[src/rtl/avg_n_controller.sv]
`default_nettype none
// ============================================================================
// Module      : avg_n_controller
// Description : Control FSM for an N-point moving-average datapath. Each
//               accepted (edge-qualified) data-ready loads a sample into slot
//               T=N+1, shifts the window R1..RN, clears R0, sums the window
//               into R0 with per-add overflow checking, then divides by N
//               with a logical right shift.
//
//   Ports:
//     clk        in   system clock, rising edge
//     nReset     in   asynchronous active-low reset
//     dr         in   data ready level
//     V          in   datapath overflow for the current op
//     cnt_up     out  one-cycle pulse per accepted sample (STORE)
//     modwait    out  registered busy flag
//     op         out  ALU op (NOP/LOAD/COPY/ADD/SUB/SHR)
//     src1/src2  out  source register indices
//     dest       out  destination register index
//     err        out  high while in the error idle state
//     avg_valid  out  pulse: R0 holds an average over a full window
//
// Revision    : 1.0 - initial release
// ============================================================================
module avg_n_controller #(
    parameter int SAMPLES = 4,
    parameter int REG_W   = 4
) (
    input  logic             clk,
    input  logic             nReset,
    input  logic             dr,
    input  logic             V,
    output logic             cnt_up,
    output logic             modwait,
    output logic [2:0]       op,
    output logic [REG_W-1:0] src1,
    output logic [REG_W-1:0] src2,
    output logic [REG_W-1:0] dest,
    output logic             err,
    output logic             avg_valid
);

    localparam int CNT_W = $clog2(SAMPLES + 1);

    localparam logic [CNT_W-1:0] C_N     = CNT_W'(SAMPLES);
    localparam logic [CNT_W-1:0] C_ONE   = CNT_W'(1);
    localparam logic [REG_W-1:0] C_T_REG = REG_W'(SAMPLES + 1);

    localparam logic [2:0] C_OP_NOP  = 3'b000;
    localparam logic [2:0] C_OP_LOAD = 3'b001;
    localparam logic [2:0] C_OP_COPY = 3'b010;
    localparam logic [2:0] C_OP_ADD  = 3'b011;
    localparam logic [2:0] C_OP_SUB  = 3'b100;
    localparam logic [2:0] C_OP_SHR  = 3'b101;

    typedef enum logic [2:0] {
        S_IDLE  = 3'd0,
        S_STORE = 3'd1,
        S_SHIFT = 3'd2,
        S_ZERO  = 3'd3,
        S_ADD   = 3'd4,
        S_DIV   = 3'd5,
        S_EIDLE = 3'd6
    } state_t;

    state_t           r_state;
    state_t           w_state_nxt;
    logic [CNT_W-1:0] r_cnt;        // SHIFT down-counter k / ADD up-counter i
    logic [CNT_W-1:0] w_cnt_nxt;
    logic [CNT_W-1:0] r_fill;       // samples in the window, saturates at N
    logic             r_armed;      // dr has been seen low since last accept
    logic             w_accept;
    logic             w_busy_nxt;

    // ------------------------------------------------------------------
    // Next-state logic
    // ------------------------------------------------------------------
    always_comb begin
        w_state_nxt = r_state;
        w_cnt_nxt   = r_cnt;
        w_accept    = 1'b0;
        case (r_state)
            S_IDLE, S_EIDLE: begin
                if (dr && r_armed) begin
                    w_state_nxt = S_STORE;
                    w_accept    = 1'b1;
                end
            end
            S_STORE: begin
                // dr dropping during STORE means the sample was lost
                if (dr) begin
                    w_state_nxt = S_SHIFT;
                    w_cnt_nxt   = C_N;
                end else begin
                    w_state_nxt = S_EIDLE;
                end
            end
            S_SHIFT: begin
                if (r_cnt > C_ONE) begin
                    w_cnt_nxt = r_cnt - C_ONE;
                end else begin
                    w_state_nxt = S_ZERO;
                    w_cnt_nxt   = '0;
                end
            end
            S_ZERO: begin
                w_state_nxt = S_ADD;
                w_cnt_nxt   = C_ONE;
            end
            S_ADD: begin
                if (V) begin
                    w_state_nxt = S_EIDLE;
                    w_cnt_nxt   = '0;
                end else if (r_cnt < C_N) begin
                    w_cnt_nxt = r_cnt + C_ONE;
                end else begin
                    w_state_nxt = S_DIV;
                    w_cnt_nxt   = '0;
                end
            end
            S_DIV: begin
                w_state_nxt = S_IDLE;
            end
            default: begin
                w_state_nxt = S_IDLE;
                w_cnt_nxt   = '0;
            end
        endcase
    end

    assign w_busy_nxt = (w_state_nxt == S_STORE) || (w_state_nxt == S_SHIFT) ||
                        (w_state_nxt == S_ZERO)  || (w_state_nxt == S_ADD)   ||
                        (w_state_nxt == S_DIV);

    // ------------------------------------------------------------------
    // State, counters and registered status flags
    // ------------------------------------------------------------------
    always_ff @(posedge clk or negedge nReset) begin
        if (!nReset) begin
            r_state   <= S_IDLE;
            r_cnt     <= '0;
            r_armed   <= 1'b1;
            r_fill    <= '0;
            modwait   <= 1'b0;
            avg_valid <= 1'b0;
        end else begin
            r_state <= w_state_nxt;
            r_cnt   <= w_cnt_nxt;

            if (w_accept) begin
                r_armed <= 1'b0;
            end else if (!dr) begin
                r_armed <= 1'b1;
            end

            // Any abort invalidates the window contents
            if (w_state_nxt == S_EIDLE) begin
                r_fill <= '0;
            end else if ((r_state == S_STORE) && dr && (r_fill != C_N)) begin
                r_fill <= r_fill + C_ONE;
            end

            // Busy is registered from the next state so it never glitches
            modwait   <= w_busy_nxt;
            avg_valid <= (r_state == S_DIV) && (r_fill == C_N);
        end
    end

    // ------------------------------------------------------------------
    // Moore output decode
    // ------------------------------------------------------------------
    always_comb begin
        op     = C_OP_NOP;
        src1   = '0;
        src2   = '0;
        dest   = '0;
        cnt_up = 1'b0;
        err    = 1'b0;
        case (r_state)
            S_STORE: begin
                op     = C_OP_LOAD;
                dest   = C_T_REG;
                cnt_up = 1'b1;
            end
            S_SHIFT: begin
                op   = C_OP_COPY;
                dest = REG_W'(r_cnt);
                // R1 takes the freshly loaded sample from slot T
                src1 = (r_cnt == C_ONE) ? C_T_REG : REG_W'(r_cnt - C_ONE);
            end
            S_ZERO: begin
                op = C_OP_SUB;
            end
            S_ADD: begin
                op   = C_OP_ADD;
                src2 = REG_W'(r_cnt);
            end
            S_DIV: begin
                op = C_OP_SHR;
            end
            S_EIDLE: begin
                err = 1'b1;
            end
            default: begin
                op = C_OP_NOP;
            end
        endcase
    end

endmodule
`default_nettype wire

[config.mk]
export PLATFORM = sky130hd
export DESIGN_NAME = avg_n_controller
export DESIGN_NICKNAME = d
export VERILOG_FILES = /design/src/rtl/avg_n_controller.sv
export SDC_FILE = /design/constraint.sdc
export NUM_CORES = 1
export LEC_CHECK = 0
export BUFFER_PORTS_ARGS = -buffer_cell sky130_fd_sc_hd__buf_2
export CORE_UTILIZATION = 28
export CTS_CLUSTER_DIAMETER = 80
export DETAILED_ROUTE_END_ITERATION = 10
export SYNTH_ARGS = -nofsm -noshare
export SYNTH_HDL_FRONTEND = slang
export SYNTH_SLANG_ARGS = --single-unit
[constraint.sdc]
create_clock -name clk -period 1.7 [get_ports clk]
set_clock_uncertainty 0.2 [all_clocks]
set_input_delay 0.17 -clock clk [delete_from_list [all_inputs] [get_ports clk]]
set_output_delay 0.17 -clock clk [all_outputs]
set_load 0.01 [all_outputs]
# After elaboration in Yosys (flattened, before gate mapping)
# Cells that the tools add are included.
totals:
  word_cells: 67
  out_inout_bits: 19
  inputBits: 4
  register_bits: 12
classes:
  n_mux: 24
  bitwise_logic: 1
  n_addsub: 4
  eq_ne: 17
  n_reduce_logical: 13
  magnitude_cmp: 2
ops:
  columns: ["operator", "count"]
  rows:
  - ["$pmux 3 s5", 3]
  - ["$mux 3", 12]
  - ["$eq 3x3->1 const B", 7]
  - ["$eq 3x2->1 const B", 4]
  - ["$eq 3x1->1 const B", 3]
  - ["$mux 4", 2]
  - ["$add 3x1->3 const B", 2]
  - ["$mux 1", 6]
  - ["$pmux 3 s2", 1]
  - ["$logic_and 1x1->1", 4]
  - ["$logic_or 1x1->1", 4]
  - ["$sub 3x1->4 const B", 1]
  - ["$gt 3x1->1 const B", 1]
  - ["$logic_not 3->1", 1]
  - ["$lt 3x3->1 const B", 1]
  - ["$ne 3x3->1 const B", 1]
  - ["$reduce_or 3->1", 1]
  - ["$sub 3x1->3 const B", 1]
  - ["$ne 2x1->1 const B", 1]
  - ["$ne 2x2->1 const B", 1]
  - ["$reduce_and 2->1", 1]
  - ["$reduce_bool 2->1", 1]
  - ["$reduce_or 2->1", 1]
  - ["$not 1->1", 1]

# Logic depth before layout (Yosys ltp)
depth:
  depth_word: 9
  depth_mapped: 6
  depth_no_buf: 6

# Worst setup path before layout
# No wires, ideal clock.
synth_timing:
  path_kind: "register to register"
  from: "register r_state[1]"
  to: "register r_fill[1]"
  path_buffers: 1
  t_required_ns: 1.370
  arrival_ns: 1.480
  setup_slack_ns: -0.110
  setup_ns: 0.130
  stages_incl_launch_ff: 6
  synth_period_minus_slack_ns: 1.810
  cell_sequence: "dfrtp_1 -> buf_4 -> nor3b_1 -> nand3_1 -> mux2i_1 -> nor2_1"
synth_between:
  elab_chain_len: 5
  word_cells_on_any_way: 17
  classes_between: "eq/ne: 6; mux: 6; reduce/logical: 5"
synth_rtl:
  columns: ["item", "line_no", "source"]
  rows:
  - ["start: declaration", "66", "state_t r_state;"]
  - ["start signal: assignment", "147", "r_state <= w_state_nxt;"]
  - ["$eq 3x3->1, or another cell as far along", "82", "case (r_state)"]
  - ["$reduce_or 2->1 or $mux 3 (tied branches)", "82, 111", null]
  - ["$pmux 3 s5", "82", null]
  - ["$eq 3x3->1", "157", "if (w_state_nxt == S_EIDLE) begin"]
  - ["$mux 3 or $reduce_bool 2->1 (tied branches)", null, null]
  - ["end signal: assignment", "160", "r_fill <= r_fill + C_ONE;"]
  - ["end: declaration", "70", "logic [CNT_W-1:0] r_fill;"]
# Parallel ways exist; a longest one is shown, timed or not.
# A chain may end at the register's enable or synchronous reset.

# Worst setup path after layout
layout_timing:
  from: "register r_cnt[1]"
  to: "output port src1[3]"
layout_between:
  elab_chain_len: 3
  word_cells_on_any_way: 4
  classes_between: "add/sub: 1; eq/ne: 1; mux: 2"
layout_rtl:
  columns: ["item", "line_no", "source"]
  rows:
  - ["start: declaration", "68", "logic [CNT_W-1:0] r_cnt;"]
  - ["start signal: assignment", "148", "r_cnt <= w_cnt_nxt;"]
  - ["$sub 3x1->4 or $eq 3x1->1 (tied branches)", "189", "src1 = (r_cnt == C_ONE) ? C_T_REG : REG_W'(r_cnt - C_ONE);"]
  - ["$mux 4 (*)", "189", null]
  - ["$mux 4 (*)", "179", "case (r_state)"]
  - ["end: declaration", "36", "output logic [REG_W-1:0] src1,"]
# Every way passes the cells marked *; elsewhere a longest branch is shown, timed or not.

==> flow_summary_export.csv <==
group,metric,value,unit
outcome,status,"finished with violations",
outcome,failed_checks,"design-rule violations, negative setup slack",
grt,grt_usage,15.7,%
layout,final_area,0.00138,mm2
route,vias,932,
timing,setup_violations,10,
pwr,p_leak,0.674,nW
logic_synthesis,synth-main-ff-cell,"dfrtp_1",
pwr,p_per_area,1890,mW/mm2
grt,grt_antenna_before_repair,0,
place,dpl.hpwl,1650,um
clock_tree,worstSkewPairLatency,270,ps
timing,rsz0062_at_grt,"true",
flow_run,max_cap_violations,0,
route,drc,1,
route,routed_via_density,5.07,
logic_synthesis,syn_inst,108,
setup_path,crit_arrival,1580,ps
logic_synthesis,netlist_area,870,um2
layout,areaGrowthSynthToFinish,58.3,%
route,wl_per_cell,13.4,um
logic_synthesis,synth_common_cells,"12 x nor2_1, 11 x dfrtp_1, 10 x a21oi_1",
place,dpl_cell_area,0.00109,mm2
timing,slew_viol_final,0,
clock_tree,clock_sinks,12,
logic_synthesis,post-synth-top-count-cell,"nor2_1",
die,core_area,0.00285,mm2
timing,hold_viol,0,
route,final_antenna_net_count,0,
die,start_util,30.5,%
hold_path,hold_depth,4,
grt,grt_max_degree,14,
pwr,peakVddDrop,783,uV
setup_path,start_kind,"flop",
clock_tree,cts_root_buf,"clkbuf_4",
layout,fillers,275,
grt,grt_first_pass_wirelength,4080,um
setup_path,cp-end-kind,"output pin",
clock_tree,htree_levels,1,
logic_synthesis,async_reset_ff_share,100,%
die,dieArea,0.00333,mm2
timing,fin_ws,-251,ps
setup_path,slowest_delay,460,ps
logic_synthesis,synthDistinctLibCells,35,
clock_tree,clockBufferDepth,2,
die,row_count,19,
setup_path,path_buf_inv,2,
route,firstDrtPassIters,7,
clock_tree,cts_tree,"yes",
die,fp.dieW,57.7,um
timing,fin_crit_sh,115,%
logic_synthesis,ys_seq_area_share,34.7,%
clock_tree,numCtsBuffers,3,
logic_synthesis,synthTopCellsByArea,"dfrtp_1 32%, ha_1 8.6%, a21oi_1 5.8%",
logic_synthesis,synth_seq_cells,12,
die,io_pins,23,
clock_tree,clkTransAtPathRegs,80,ps
timing,fmax,0.512,GHz
route,wl,2460,um
setup_path,critPathTopFamily,"simple AND/OR/NAND/NOR gates",
route,drt_iter0_drc,15,
pwr,finalPower,2.60,mW
timing,layout_min_cycle_time,1950,ps
logic_synthesis,yosys_warnings,0,
grt,grt_pass1_vias,928,
logic_synthesis,synth_top_area_share,31.7,%
layout,drive_above_1_share,47.1,%
setup_path,crit_path_cell_trace,"inv_2 > ha_2 > or4_1 > nor2_1 > buf_2",
layout,nets,164,
place,place.port_buffers,20,
logic_synthesis,yosysTopAreaCell,"dfrtp_1",
setup_path,reg2reg_from,"r_state[2]$_DFF_PN0_",
hold_path,hold_path.class,"in -> reg",
setup_path,criticalPathCategory,"reg -> out",
grt,grt-ovfl-total,0,
hold_path,min_to,"r_state[0]$_DFF_PN0_",
setup_path,r2r_slack,-170,ps
setup_path,ff2ff_path_depth,5,
setup_path,cp_slowest_cell,"or4_1",
die,die_y,57.7,um
place,gp_congestion,0.827,
logic_synthesis,synth_edf_count,0,
setup_path,rr_endpoint,"r_cnt[2]$_DFFE_PN0P_",
setup_path,crit_fanout,3,
hold_path,min_from,"V",
logic_synthesis,synth_area_per_cell,8.05,um2
layout,diodes,0,
setup_path,worstPathRequired,1330,ps
where the power goes:
part | switching (mW) | leakage [nW] | internal, mW
registers | 0.0738 | 0.153 | 0.394
logic | 0.975 | 0.506 | 0.970
clock network | 0.101 | 0.0150 | 0.0907
how the worst max path moves through the flow:
stage                         start                    to  slack [ps]  cells past startpoint
2_1_floorplan  r_state[1]$_DFF_PN0_  r_cnt[2]$_DFFE_PN0P_         -90                      6
3_3_place_gp   r_cnt[0]$_DFFE_PN0P_  r_cnt[2]$_DFFE_PN0P_         -20                      6
3_5_place_dp   r_cnt[0]$_DFFE_PN0P_  r_cnt[2]$_DFFE_PN0P_         -70                      6
4_1_cts        r_cnt[0]$_DFFE_PN0P_               src1[3]        -230                      4
5_1_grt        r_cnt[1]$_DFFE_PN0P_               src1[3]        -340                      5
6_report       r_cnt[1]$_DFFE_PN0P_               src1[3]        -250                      5
cells in the final DEF (no fill, tap or decap), types with 4 or more instances in the layout:
| cell type | n |
|---|---|
| a21oi_1 | 7 |
| buf_6 | 5 |
| inv_1 | 6 |
| o21ai_0 | 4 |
| buf_4 | 19 |
| nor2_1 | 10 |
| nor2b_1 | 4 |
| nand2_1 | 8 |
| dfrtp_1 | 11 |
| buf_2 | 19 |
per-layer routing:
layer | global-route usage, % | share of wire, % | up-vias
li1 | - | - | 456
met1 | 18.5 | 45 | 457
met2 | 28.1 | 51 | 15
met3 | 2.68 | 2.1 | 4
met4 | 6.80 | 1.7 | 0
met5 | 0 | 0 | -
final cells by class:
type	instances	area [um2]	area share, %
sequential	12	302	21.9
multi-input combinational	81	618	44.9
inverter	8	32.5	2.36
tap	31	38.8	2.82
timing repair buffer	48	359	26.1
clock buffer	4	26.3	1.91
what timing repair did:
item / 4_1_cts / 5_1_grt
setup endpoints to repair: 17 / 17
buffers inserted: 6 / 5
hold buffers: 2 / 0
pin swaps: 4 / 7
resized for setup: 26 / 12
hold endpoints to repair: 13 / 0
tightest hold or removal path, stage by stage:
cell and delay [ps]:
buf_2 130, inv_1 80, a21oi_1 60, o21ai_0 90
cells by family after synthesis:
kind of cell	Yosys count	share of synthesized area, %
AO/OA/AOI/OAI	26	17.4
flip-flops	12	34.7
buffers and inverters	16	8.49
other	1	0.431
adder cells (fa/ha/maj)	6	8.63
AND/OR/NAND/NOR	41	24.0
XOR/XNOR	4	4.03
multiplexers	2	2.30
sequential cells by signal, summed over array words and instances, names as in the netlist:
signal     count
r_fill         3
r_state        3
avg_valid      1
r_cnt          3
modwait        1
r_armed        1
per-stage QoR:
stage	setup slack, ps	cells	utilization [%]	hold WS (ps)	TNS, ps
floorplan	-86.7	109	-	-326	-219
global placement	-16.2	167	38.1	-136	-26.6
detailed placement	-68.6	167	38.1	-131	-166
CTS	-233	179	45.2	67.1	-1050
global route	-339	184	48.2	137	-2160
finish	-251	184	48.2	104	-1330
No activity file was read; power rests on OpenSTA's default activity.
